[config.mk]
export PLATFORM = sky130hd
export DESIGN_NAME = alu_share_arbiter
export DESIGN_NICKNAME = d
export VERILOG_FILES = /design/src/rtl/alu_share_arbiter.sv
export SDC_FILE = /design/constraint.sdc
export NUM_CORES = 1
export LEC_CHECK = 0
export BUFFER_PORTS_ARGS = -buffer_cell sky130_fd_sc_hd__buf_2
export CORE_ASPECT_RATIO = 1.2
export CORE_MARGIN = 5
export CORE_UTILIZATION = 47
export CTS_CLUSTER_SIZE = 16
export DETAILED_ROUTE_END_ITERATION = 10
export PLACE_DENSITY = 0.84
export SYNTH_ARGS = -nofsm -noshare
export SYNTH_HDL_FRONTEND = slang
export SYNTH_SLANG_ARGS = --single-unit
[constraint.sdc]
create_clock -name CLK -period 4.28 [get_ports CLK]
set_input_delay 0 -clock CLK [delete_from_list [all_inputs] [get_ports CLK]]
set_output_delay 0 -clock CLK [all_outputs]
set_load 0.03 [all_outputs]
[src/rtl/alu_share_arbiter.sv]
// Two-requester arbiter for a shared registered PASS_A/PASS_B/ADD/SUB datapath.
// Define ALU_ARB_RR_EN for round-robin arbitration; otherwise req0 has fixed priority.
module alu_share_arbiter #(
    parameter int WIDTH = 8
) (
    input  logic             CLK,
    input  logic             RST,
    input  logic             req0_valid,
    input  logic [1:0]       req0_op,
    input  logic [WIDTH-1:0] req0_a,
    input  logic [WIDTH-1:0] req0_b,
    output logic             req0_ready,
    input  logic             req1_valid,
    input  logic [1:0]       req1_op,
    input  logic [WIDTH-1:0] req1_a,
    input  logic [WIDTH-1:0] req1_b,
    output logic             req1_ready,
    output logic [WIDTH-1:0] dp_a,
    output logic [WIDTH-1:0] dp_b,
    output logic             dp_in_data,
    output logic             dp_sel,
    output logic             dp_add,
    output logic             dp_sub,
    input  logic [WIDTH:0]   dp_result,
    output logic             rsp_valid,
    output logic             rsp_id,
    output logic [WIDTH:0]   rsp_data,
    input  logic             rsp_ready,
    output logic [1:0]       dbg_state_o
);

    // Handshakes: a transfer happens on a rising edge where valid && ready.
    // Requesters hold valid and operands until ready; the response holds
    // rsp_valid, rsp_data and rsp_id until rsp_ready.

    typedef enum logic [1:0] {
        IDLE    = 2'd0,
        ISSUE   = 2'd1,
        CAPTURE = 2'd2,
        RESP    = 2'd3
    } state_t;

    state_t           state_q, state_d;
    logic [1:0]       op_q, op_d;
    logic [WIDTH-1:0] a_q, a_d;
    logic [WIDTH-1:0] b_q, b_d;
    logic             id_q, id_d;
    logic [WIDTH:0]   rsp_data_q, rsp_data_d;
    logic             rsp_id_q, rsp_id_d;

    logic grant_id;
    logic accept;
    logic issue;

    // Ready is gated by RST so no accept strobe is visible while in reset.
    assign accept = (state_q == IDLE) && RST && (req0_valid || req1_valid);

`ifdef ALU_ARB_RR_EN
    logic last_q, last_d;

    assign grant_id = req0_valid ? (req1_valid ? ~last_q : 1'b0) : 1'b1;

    always_comb begin
        last_d = last_q;
        if (accept) begin
            last_d = grant_id;
        end
    end

    always_ff @(posedge CLK or negedge RST) begin
        if (!RST) begin
            last_q <= 1'b1;
        end else begin
            last_q <= last_d;
        end
    end
`else
    assign grant_id = ~req0_valid;
`endif

    assign req0_ready = accept && !grant_id;
    assign req1_ready = accept && grant_id;

    always_comb begin
        state_d    = state_q;
        op_d       = op_q;
        a_d        = a_q;
        b_d        = b_q;
        id_d       = id_q;
        rsp_data_d = rsp_data_q;
        rsp_id_d   = rsp_id_q;
        case (state_q)
            IDLE: begin
                if (accept) begin
                    state_d = ISSUE;
                    id_d    = grant_id;
                    op_d    = grant_id ? req1_op : req0_op;
                    a_d     = grant_id ? req1_a  : req0_a;
                    b_d     = grant_id ? req1_b  : req0_b;
                end
            end
            ISSUE: begin
                state_d = CAPTURE;
            end
            CAPTURE: begin
                // The datapath result is only valid in this one cycle.
                rsp_data_d = dp_result;
                rsp_id_d   = id_q;
                state_d    = RESP;
            end
            RESP: begin
                if (rsp_ready) begin
                    state_d = IDLE;
                end
            end
            default: begin
                state_d = IDLE;
            end
        endcase
    end

    always_ff @(posedge CLK or negedge RST) begin
        if (!RST) begin
            state_q    <= IDLE;
            op_q       <= 2'b00;
            a_q        <= '0;
            b_q        <= '0;
            id_q       <= 1'b0;
            rsp_data_q <= '0;
            rsp_id_q   <= 1'b0;
        end else begin
            state_q    <= state_d;
            op_q       <= op_d;
            a_q        <= a_d;
            b_q        <= b_d;
            id_q       <= id_d;
            rsp_data_q <= rsp_data_d;
            rsp_id_q   <= rsp_id_d;
        end
    end

    assign issue      = (state_q == ISSUE);
    assign dp_a       = issue ? a_q : '0;
    assign dp_b       = issue ? b_q : '0;
    assign dp_in_data = issue && (op_q == 2'b00);
    assign dp_sel     = issue && (op_q == 2'b01);
    assign dp_add     = issue && (op_q == 2'b10);
    assign dp_sub     = issue && (op_q == 2'b11);

    assign rsp_valid   = (state_q == RESP);
    assign rsp_data    = rsp_data_q;
    assign rsp_id      = rsp_id_q;
    assign dbg_state_o = state_q;

endmodule
==> key figures, run 1 <==
Run
  – Max-cap viol count: 0

Clock tree
  – Clock Latency Late Sink: 320 ps
  – Sink count of the clock tree: 31
  – CTS root buf: clkbuf_4
  – Clk slew on worst S/H paths: ~100 ps
  – Clk buf depth: 2
  – Htree depth: 2
  – CTS tree: built
  – Cts bufs inserted: 5
  – Post-CTS setup buffers: 0

Floorplanning
  – Core Area: 3110 sq um
  – IO Pins: 85
  – Die W: 62.1 um
  – Die Area: roughly 4500 sq um
  – Chip Height: 72.5 um
  – Initial Util: 49.2%
  – # rows: 22

Critical path
  – Top cell by count, worst path: buf_2
  – CP max-delay cell: buf_2
  – Crit end category: primary output
  – Biggest cell delay along the critical path: 570 ps
  – Worst-path fanout max: 34
  – Critical Path RT: 4280 ps
  – Critical path arrival: roughly 2300 ps
  – Critical path type: in -> out
  – Critical-path cell list: dlygate4sd3_1 > buf_2 > o211ai_1 > buf_4 > nor2_1 > buf_2
  – Startpoint types: input pin

Finish
  – Antenna fix cells: 0
  – Area growth syn-to-layout: 50.4%
  – Filler cell count: 221
  – Share of layout cells above drive strength 1: 44.7%
  – Final net count: around 290

Global route
  – Total grt overflow: 0
  – First-pass GRT wire length: approximately 7700 um
  – Vias in the first global route: between 1500 and 2000
  – Initial antenna violation count: 0
  – Largest net degree at the start of global routing: 35
  – Total global routing track utilization: 22.9%

STA
  – Final hold vios: 0
  – # setup viols final: 0
  – Minimum clock period: roughly 2300 ps
  – Final TNS setup: 0 ps
  – Max-slew violation count: 0
  – Slew of the pin with the lowest slew margin: around 720 ps
  – Hold slack: approximately 80 ps
  – Post-route clock skew: 9.58 ps
  – Fin crit share: 53.5%
  – RSZ-0062 raised after global routing: no
  – Rel. slew slack: 52.0%
  – Achievable Freq: 437 MHz

Logic synthesis
  – Area contributors post-synth: dfrtp_1 51%, a221o_1 12%, nor3b_1 9.3%, mux2_2 8.1%, and2_1 6.5%
  – Post-synthesis cell area: about 1500 sq um
  – Ys flop type: dfrtp_1
  – Distinct cells, synth: 21
  – Ys Warns: 0
  – Yosys top cell area share: 50.7%
  – Cell taking the most area after synthesis: dfrtp_1
  – EDFF count, synth: 0
  – Fraction of registers with async set/reset: between 90% and 100%
  – Avg Inst Size Synth: around 12 sq um
  – Synth Instances: 124
  – Flops & latches, synth: 31
  – Synth Net Count: 178
  – Sequential area share after synthesis: 50.7%

Power
  – Worst ir drop on vdd: 578 uV
  – Cell Int Power: 0.899 mW
  – Comb pwr share: between 50% and 60%
  – P_leak: 1.17 nW
  – Clock share of power: between 15 and 20%
  – Switching portion of total power: between 40% and 50%
  – Sequential share of power: 34.1%
  – Sw Pwr: 0.651 mW
  – PD cells: 673 nW/um^2

Drt
  – Routed vias: 1466
  – Antenna-violating nets left: 0
  – Drt drc: 0
  – Drt via density: 5.41
  – Initial DRC count: 47
  – Routed len/inst: approximately 17 um
  – DR pass1 iterations: 4
  – WL final: 4630 um

Placement
  – Final HPWL DP: 3160 um
  – Number of I/O port buffers: 84
  – Gpl congestion: between 0.7 and 0.8

Hold path
  – Hold WC Path Type: in -> reg

Run status
  – Outcome: completed
stage by stage:
stage | area (sq um) | instances | worst slack (ps) | power (mW) | utilization [%]
after floorplan | 1530 | 124 | 2430 | 1.08 | -
after global placement | 1930 | 234 | 2240 | 1.25 | 61.9
after detailed placement | 1930 | 234 | 2100 | 1.29 | 61.9
after CTS | 2290 | 270 | 1670 | 1.55 | 73.7
after global routing | 2300 | 271 | 1740 | 1.66 | 74.0
final | 2300 | 271 | 1990 | 1.55 | 74.0
repair_timing:
| item | 4_1_cts | 5_1_grt |
|---|---|---|
| gates resized for setup | 0 | 0 |
| hold buffers | 28 | 0 |
| endpoints found under the hold margin | 58 | 0 |
power by group through the flow:
stage          Combinational [mW]  Sequential (mW)  Clock (mW)
3_5_place_dp                0.760            0.535           0
4_1_cts                     0.781            0.529       0.244
5_1_grt                     0.844            0.552       0.260
6_report                    0.783            0.529       0.238
3_3_place_gp                0.733            0.519           0
2_1_floorplan               0.458            0.625           0
cell usage after synthesis (3+ instances only):
library cell / count
a221o_1: 18
and2_1: 16
buf_2: 4
buf_6: 3
dfrtp_1: 31
ha_1: 4
mux2_2: 11
nor3b_1: 19
flip-flops by register name (all words and copies together), names as in the netlist:
signal       count
rsp_id           1
id_q             1
op_q             2
a_q              8
rsp_data         9
b_q              8
dbg_state_o      2
worst paths after layout:
kind	start	to	slack [ps]	cells after the start
worst max-delay path	RST	req1_ready	1990	6
worst min-delay path	req1_a[4]	a_q[4]	80	3
worst max register to register	dbg_state_o[0]	a_q[0]	2340	6
worst min register to register	id_q	id_q	500	1
max in group asynchronous	RST	rsp_data[3]	3560	2
min in group asynchronous	RST	b_q[7]	250	2
logic make-up after synthesis:
group	after synthesis	share of synthesized area (%)
fa+ha+maj	4	3.27
compound gates	23	14.1
flops	31	50.7
buf+inv	13	5.48
simple gates	42	18.4
mux	11	8.09
cell usage in the layout, fill, tap and decap left out, types with 2 or more instances in the layout:
| cell | instances |
|---|---|
| buf_2 | 84 |
| dfrtp_1 | 31 |
| dlygate4sd3_1 | 28 |
| nor3b_1 | 19 |
| a221o_1 | 18 |
| and2_1 | 16 |
| mux2_2 | 11 |
| clkbuf_4 | 5 |
| ha_1 | 4 |
| inv_1 | 2 |
| nor2_1 | 2 |
| and3_1 | 2 |
| buf_4 | 2 |
critical path: cells and delay by family:
kind	cells	cell delay (ps)
and+or+nand+nor	1	150
buffers and inverters	4	1650
AOI/OAI and AO/OA	1	470
final cells by class:
cell class / instances / area [sq um] / share of cell area, %
flip-flops and latches: 31 / 776 / 33.7
repair buffers: 114 / 716 / 31.1
multi-input cells: 80 / 671 / 29.1
clock buffers: 6 / 51.3 / 2.23
well taps: 36 / 45.0 / 1.96
clock inverters: 2 / 35.0 / 1.52
inverters: 2 / 7.51 / 0.326
routing by layer:
| metal | wire length (um) | GRT usage, % |
|---|---|---|
| met4 | 212 | 11.8 |
| met3 | 292 | 6.05 |
| met5 | 0 | 0 |
| met1 | 1620 | 25.0 |
| met2 | 2500 | 39.2 |
No activity file was read; power rests on OpenSTA's default activity.
==> inputs of run 2 (changes only) <==
--- a/config.mk
+++ b/config.mk
@@ -8,10 +8,10 @@
 export BUFFER_PORTS_ARGS = -buffer_cell sky130_fd_sc_hd__buf_2
 export CORE_ASPECT_RATIO = 1.2
 export CORE_MARGIN = 5
-export CORE_UTILIZATION = 47
+export CORE_UTILIZATION = 39
 export CTS_CLUSTER_SIZE = 16
 export DETAILED_ROUTE_END_ITERATION = 10
-export PLACE_DENSITY = 0.84
+export PLACE_DENSITY = 0.75
 export SYNTH_ARGS = -nofsm -noshare
 export SYNTH_HDL_FRONTEND = slang
 export SYNTH_SLANG_ARGS = --single-unit
==> constraint.sdc (replaced) <==
create_clock -name CLK -period 2.1 [get_ports CLK]
set_input_delay 0 -clock CLK [delete_from_list [all_inputs] [get_ports CLK]]
set_output_delay 0 -clock CLK [all_outputs]
set_load 0.03 [all_outputs]
==> run 2 against run 1 <==
Cell area rose by 2.7%. Critical path depth shrank 2. Sequential power is 100% higher. Utilization down 13 points. Register-to-register slack got worse by 2000 ps. Via count decreased by 2.9%. Largest power group unchanged. Sequential share of layout area down 0.88 points. Critical path type is now reg -> out. Sequential cell count unchanged. Clock skew down 6.1 ps. Cell count grew 7.0%. Worst hold slack got worse by 36 ps. Clock power rose to 2.6 times the previous value.
==> key figures, run 2 (synthesis gave the netlist of run 1 again) <==
Global route
  – Total grt overflow: 0 (unchanged)
  – Total global routing track utilization: 16.8% (was 22.9%)
  – Initial antenna violation count: 0 (unchanged)
  – Largest net degree at the start of global routing: 31 (was 35)
  – Vias in the first global route: 1529 (was 1643)
  – First-pass GRT wire length: 6840 um (was 7660 um)

Clock tree
  – Clock Latency Late Sink: 280 ps (was 320 ps)
  – Sink count of the clock tree: 31 (unchanged)
  – Post-CTS setup buffers: 0 (unchanged)
  – Htree depth: 2 (unchanged)
  – Clk slew on worst S/H paths: 70 ps (was 100 ps)
  – CTS root buf: clkbuf_8 (was clkbuf_4)
  – CTS tree: built (unchanged)
  – Cts bufs inserted: 5 (unchanged)
  – Clk buf depth: 2 (unchanged)
  – # resized after CTS: 0 (unchanged)

Placement
  – Number of I/O port buffers: 84 (unchanged)
  – Final HPWL DP: 3010 um (was 3160 um)
  – Gpl congestion: 0.735 (was 0.775)
  – Placed instance count: 254 (was 234)

Power
  – PD cells: 1380 nW/um^2 (was 673 nW/um^2)
  – Worst ir drop on vdd: 1120 uV (was 578 uV)
  – P_leak: 1.18 nW (was 1.17 nW)

Critical path
  – Critical path type: reg -> out (was in -> out)
  – CP max-delay cell: and3_1 (was buf_2)
  – Worst reg-to-reg path cell count: 4 (was 6)
  – Worst-path fanout max: 19 (was 34)
  – Critical path arrival: 1990 ps (was 2290 ps)
  – Critical-path cell list: inv_1 > ha_1 > and3_1 > buf_2 (was dlygate4sd3_1 > buf_2 > o211ai_1 > buf_4 > nor2_1 > buf_2)
  – Startpoint types: flip-flop (was input pin)
  – Critical Path RT: 2100 ps (was 4280 ps)
  – Crit end category: primary output (unchanged)
  – Biggest cell delay along the critical path: 650 ps (was 570 ps)

Drt
  – WL final: 4360 um (was 4630 um)
  – Drt drc: 0 (unchanged)
  – Antenna-violating nets left: 0 (unchanged)
  – DR pass1 iterations: 4 (unchanged)
  – Routed len/inst: 15.0 um (was 17.1 um)
  – Drt via density: 4.91 (was 5.41)
  – Routed vias: 1423 (was 1466)
  – Initial DRC count: 120 (was 47)

Floorplanning
  – Core Area: 3880 sq um (was 3110 sq um)
  – # rows: 25 (was 22)
  – Die Area: 5280 sq um (was 4500 sq um)
  – Die W: 67.2 um (was 62.1 um)
  – Initial Util: 39.5% (was 49.2%)
  – IO Pins: 85 (unchanged)
  – Chip Height: 78.6 um (was 72.5 um)

Finish
  – Most common cell after layout, fill and taps aside: buf_2 (unchanged)
  – Share of layout cells above drive strength 1: 44.9% (was 44.7%)
  – Area growth syn-to-layout: 54.4% (was 50.4%)
  – Final net count: 289 (was 288)
  – Antenna fix cells: 0 (unchanged)
  – Post-route insts no fill: 290 (was 271)
  – Max FFs per register: 9 (unchanged)
  – Most frequent cells in the layout: 84 x buf_2, 31 x dfrtp_1, 28 x dlygate4sd3_1, 19 x nor3b_1, 18 x a221o_1 (unchanged)

STA
  – Post-route clock skew: 3.49 ps (was 9.58 ps)
  – Max-slew violation count: 0 (unchanged)
  – Final hold vios: 0 (unchanged)
  – Slew of the pin with the lowest slew margin: 732 ps (was 720 ps)
  – Fin crit share: between 90% and 100%
  – Minimum clock period: slightly below 2000 ps
  – # setup viols final: 0 (unchanged)
  – Rel. slew slack: 51.2% (was 52.0%)
  – Achievable Freq: 503 MHz
  – RSZ-0062 raised after global routing: no (unchanged)
  – Final TNS setup: 0 ps (unchanged)

Run status
  – Outcome: completed (unchanged)

Run
  – Max-cap viol count: 0 (unchanged)

Hold path
  – Hold WC Path Type: in -> async (was in -> reg)
-- run 2: timing repair --
action                                 CTS  global route
hold buffers                            28             0
setup endpoints to repair                0             0
endpoints found under the hold margin   58             0
-- run 2: area by class of cell --
| cell class | count | area [sq um] |
|---|---|---|
| clock buffer | 6 | 82.6 |
| timing repair buffer | 115 | 723 |
| clock inverter | 2 | 35.0 |
| tap | 54 | 67.6 |
| multi-input combinational | 80 | 671 |
| inverter | 2 | 7.51 |
| sequential | 31 | 776 |
| fill | 350 | 1520 |
-- run 2: per-stage QoR --
step	instance area (sq um)	hold WS [ps]	setup slack (ps)	total power, mW	util, %
6_report	2360	43.1	113	3.26	60.9
2_1_floorplan	1530	-296	248	2.21	-
5_1_grt	2360	74.4	15.3	3.46	60.9
3_5_place_dp	1960	-188	417	2.63	50.6
3_3_place_gp	1960	-190	460	2.59	50.6
4_1_cts	2360	39.1	142	3.29	60.9
-- run 2: final timing paths --
path / slack (ps) / endpoint / start
max: 110 / req0_ready / dbg_state_o[0]
min: 40 / b_q[0] / RST
max reg2reg: 380 / a_q[3] / dbg_state_o[0]
min reg2reg: 480 / id_q / id_q
max in group asynchronous: 1480 / rsp_data[1] / RST
min in group CLK: 110 / op_q[0] / req1_op[0]
-- run 2: power by group --
group	internal [mW]	switching (mW)
registers	0.895	0.181
logic	0.656	0.915
clock network	0.384	0.229
-- run 2: critical path: cells and delay by family (launching register included) --
kind	cells	cell delay (ps)
AND/OR/NAND/NOR	1	650
buffers and inverters	2	430
flip-flops	1	430
adder cells (fa/ha/maj)	1	200
-- run 2: routing by layer --
metal  up-vias  part of all wire, %  global-route usage [%]
met3         9                  7.0                    4.29
met5         -                    0                       0
met1       674                   41                    19.5
met4         0                  1.4                    5.27
li1        680                    -                       -
met2        60                   50                    29.6
==> inputs of run 3 (changes only) <==
--- a/config.mk
+++ b/config.mk
@@ -8,10 +8,9 @@
 export BUFFER_PORTS_ARGS = -buffer_cell sky130_fd_sc_hd__buf_2
 export CORE_ASPECT_RATIO = 1.2
 export CORE_MARGIN = 5
-export CORE_UTILIZATION = 39
+export CORE_UTILIZATION = 30
 export CTS_CLUSTER_SIZE = 16
 export DETAILED_ROUTE_END_ITERATION = 10
-export PLACE_DENSITY = 0.75
 export SYNTH_ARGS = -nofsm -noshare
 export SYNTH_HDL_FRONTEND = slang
 export SYNTH_SLANG_ARGS = --single-unit
==> run 3 against run 2 <==
Routed wire length up 2.2%. Sequential cell count unchanged. Sequential power about the same. Count of clock-buffer cells in the layout unchanged. Cell area down 0.69%. Combinational power about the same. Critical path type unchanged.
==> key figures, run 3 (synthesis gave the netlist of run 1 again) <==
Critical path
  – RR Endpoint: b_q[0] (was a_q[3])
  – Reg-to-Reg Start: dbg_state_o[0] (unchanged)
  – Reg2reg setup slack: 490 ps (was 380 ps)
  – Worst reg-to-reg path cell count: 4 (unchanged)
  – Worst-path fanout max: 20 (was 19)
  – Critical path type: reg -> out (unchanged)
  – Startpoint types: flip-flop (unchanged)
  – Critical Path RT: 2100 ps (about the same)
  – Critical path arrival: 1770 ps (was 1990 ps)
  – Crit end category: primary output (unchanged)

Power
  – P_leak: 1.17 nW (was 1.18 nW)
  – Sequential share of power: 34.2% (was 33.0%)
  – Switching portion of total power: 42.0% (was 40.6%)
  – Clock share of power: 15.1% (was 18.8%)
  – Worst ir drop on vdd: 757 uV (was 1120 uV)
  – PD cells: 1330 nW/um^2 (was 1380 nW/um^2)
  – Comb pwr share: 50.7% (was 48.2%)
  – Cell Int Power: 1.81 mW (was 1.93 mW)
  – Sw Pwr: 1.31 mW (was 1.33 mW)

Finish
  – Post-route insts no fill: 294 (was 290)
  – Max FFs per register: 9 (unchanged)
  – Most common cell after layout, fill and taps aside: buf_2 (unchanged)
  – Area growth syn-to-layout: 53.3% (was 54.4%)
  – Share of layout cells above drive strength 1: 44.9% (about the same)
  – Antenna fix cells: 0 (unchanged)
  – Final net count: 288 (was 289)
  – Fin util: 47.5% (was 60.9%)
  – Most frequent cells in the layout: 84 x buf_2, 31 x dfrtp_1, 28 x dlygate4sd3_1, 19 x nor3b_1, 18 x a221o_1 (unchanged)

Drt
  – Routed len/inst: 15.1 um (was 15.0 um)
  – Drt via density: 4.80 (was 4.91)
  – Antenna-violating nets left: 0 (unchanged)
  – Initial DRC count: 75 (was 120)
  – DR pass1 iterations: 4 (unchanged)
  – Drt drc: 0 (unchanged)
  – Routed vias: 1411 (was 1423)
  – WL final: 4450 um (was 4360 um)

Clock tree
  – Cts bufs inserted: 5 (unchanged)
  – Clock Latency Late Sink: 270 ps (was 280 ps)
  – CTS root buf: clkbuf_8 (unchanged)
  – CTS tree: built (unchanged)
  – Clk buf depth: 2 (unchanged)
  – Sink count of the clock tree: 31 (unchanged)
  – Htree depth: 2 (unchanged)
  – Clk slew on worst S/H paths: 70 ps (about the same)

Hold path
  – Hold WC Path Type: in -> reg (was in -> async)
  – Hold Path Cell Cnt: 3
  – Hold EP: op_q[0]
  – Hold_sp: req1_op[0]

Floorplanning
  – IO Pins: 85 (unchanged)
  – Core Area: 4940 sq um (was 3880 sq um)
  – Die Area: 6630 sq um (was 5280 sq um)
  – # rows: 28 (was 25)
  – Chip Height: 88.2 um (was 78.6 um)
  – Initial Util: 31.0% (was 39.5%)
  – Die W: 75.2 um (was 67.2 um)

Global route
  – Initial antenna violation count: 0 (unchanged)
  – First-pass GRT wire length: 7110 um (was 6840 um)
  – Total grt overflow: 0 (unchanged)
  – Total global routing track utilization: 14.0% (was 16.8%)
  – Largest net degree at the start of global routing: 39 (was 31)
  – Vias in the first global route: 1499 (was 1529)

STA
  – RSZ-0062 raised after global routing: no (unchanged)
  – Setup ws final: 332 ps (was 113 ps)
  – Achievable Freq: 566 MHz (was 503 MHz)
  – Final hold vios: 0 (unchanged)
  – # setup viols final: 0 (unchanged)
  – Rel. slew slack: 61.9% (was 51.2%)
  – Final TNS setup: 0 ps (unchanged)
  – Minimum clock period: 1770 ps (was 1990 ps)
  – Hold slack: 119 ps (was 43.1 ps)
  – Fin crit share: 84.2% (was 94.6%)
  – Max-slew violation count: 0 (unchanged)
  – Slew of the pin with the lowest slew margin: 572 ps (was 732 ps)
  – Post-route clock skew: 2.81 ps (was 3.49 ps)

Placement
  – Gpl congestion: 0.726 (was 0.735)
  – Number of I/O port buffers: 84 (unchanged)
  – Pre-CTS setup slack: 339 ps (was 417 ps)
  – Placed instance count: 259 (was 254)
  – Final HPWL DP: 3010 um (about the same)

Run status
  – Outcome: completed (unchanged)

Run
  – Max-cap viol count: 0 (unchanged)
[run 3: changes by cell type in the layout (fill, tap and decap cells not counted), sizes merged]
| cell | previous run | this run |
|---|---|---|
| bufinv | 1 | 0 |
| buf | 87 | 86 |
[run 3: worst max path at each step]
stage                         startpoint         end  slack [ps]  cells past startpoint
final                     dbg_state_o[1]  dp_in_data         330                      4
after global routing      dbg_state_o[1]  dp_in_data         100                      4
after CTS                 dbg_state_o[0]  req0_ready          30                      4
after floorplan           dbg_state_o[0]        id_q         250                      7
after global placement    dbg_state_o[0]      a_q[1]         440                      4
after detailed placement  dbg_state_o[0]      a_q[6]         340                      4
[run 3: per-stage QoR]
stage          power (mW)  area, sq um
6_report             3.12         2350
5_1_grt              3.36         2350
4_1_cts              3.16         2340
3_5_place_dp         2.63         1980
3_3_place_gp         2.61         1980
2_1_floorplan        2.21         1530
[run 3: critical path: stages, from the launching register on]
cell and delay [ps]:
dfrtp_1 420, inv_1 90, ha_1 520, nor3b_1 240
buf_2 220
[run 3: repair_timing]
| action | in CTS | in global routing |
|---|---|---|
| gates resized for setup | 0 | 1 |
| endpoints found under the hold margin | 58 | 0 |
| setup buffers | 0 | 0 |
| setup endpoints to repair | 0 | 1 |
| hold buffers | 28 | 0 |
[run 3: final cells by class]
type	instances	area [sq um]
Inverter	2	7.51
Timing Repair Buffer	114	728
Clock buffer	6	82.6
Sequential cell	31	776
Clock inverter	1	5.00
Multi-Input combinational cell	80	672
Tap cell	60	75.1
Fill cell	479	2590
[run 3: per-layer routing]
metal  up-vias  share of wire, %  GRT usage [%]
met1       678                40           16.8
met4         0              0.67           2.23
met3         4               7.1           5.11
li1        679                 -              -
met2        50                52           24.2
met5         -                 0              0
[run 3: power by group through the flow]
stage | sequential (mW) | combinational (mW) | clock [mW]
floorplan | 1.27 | 0.934 | 0
detailed placement | 1.07 | 1.56 | 0
CTS | 1.07 | 1.60 | 0.487
finish | 1.07 | 1.58 | 0.472
global route | 1.11 | 1.71 | 0.531
global placement | 1.07 | 1.54 | 0
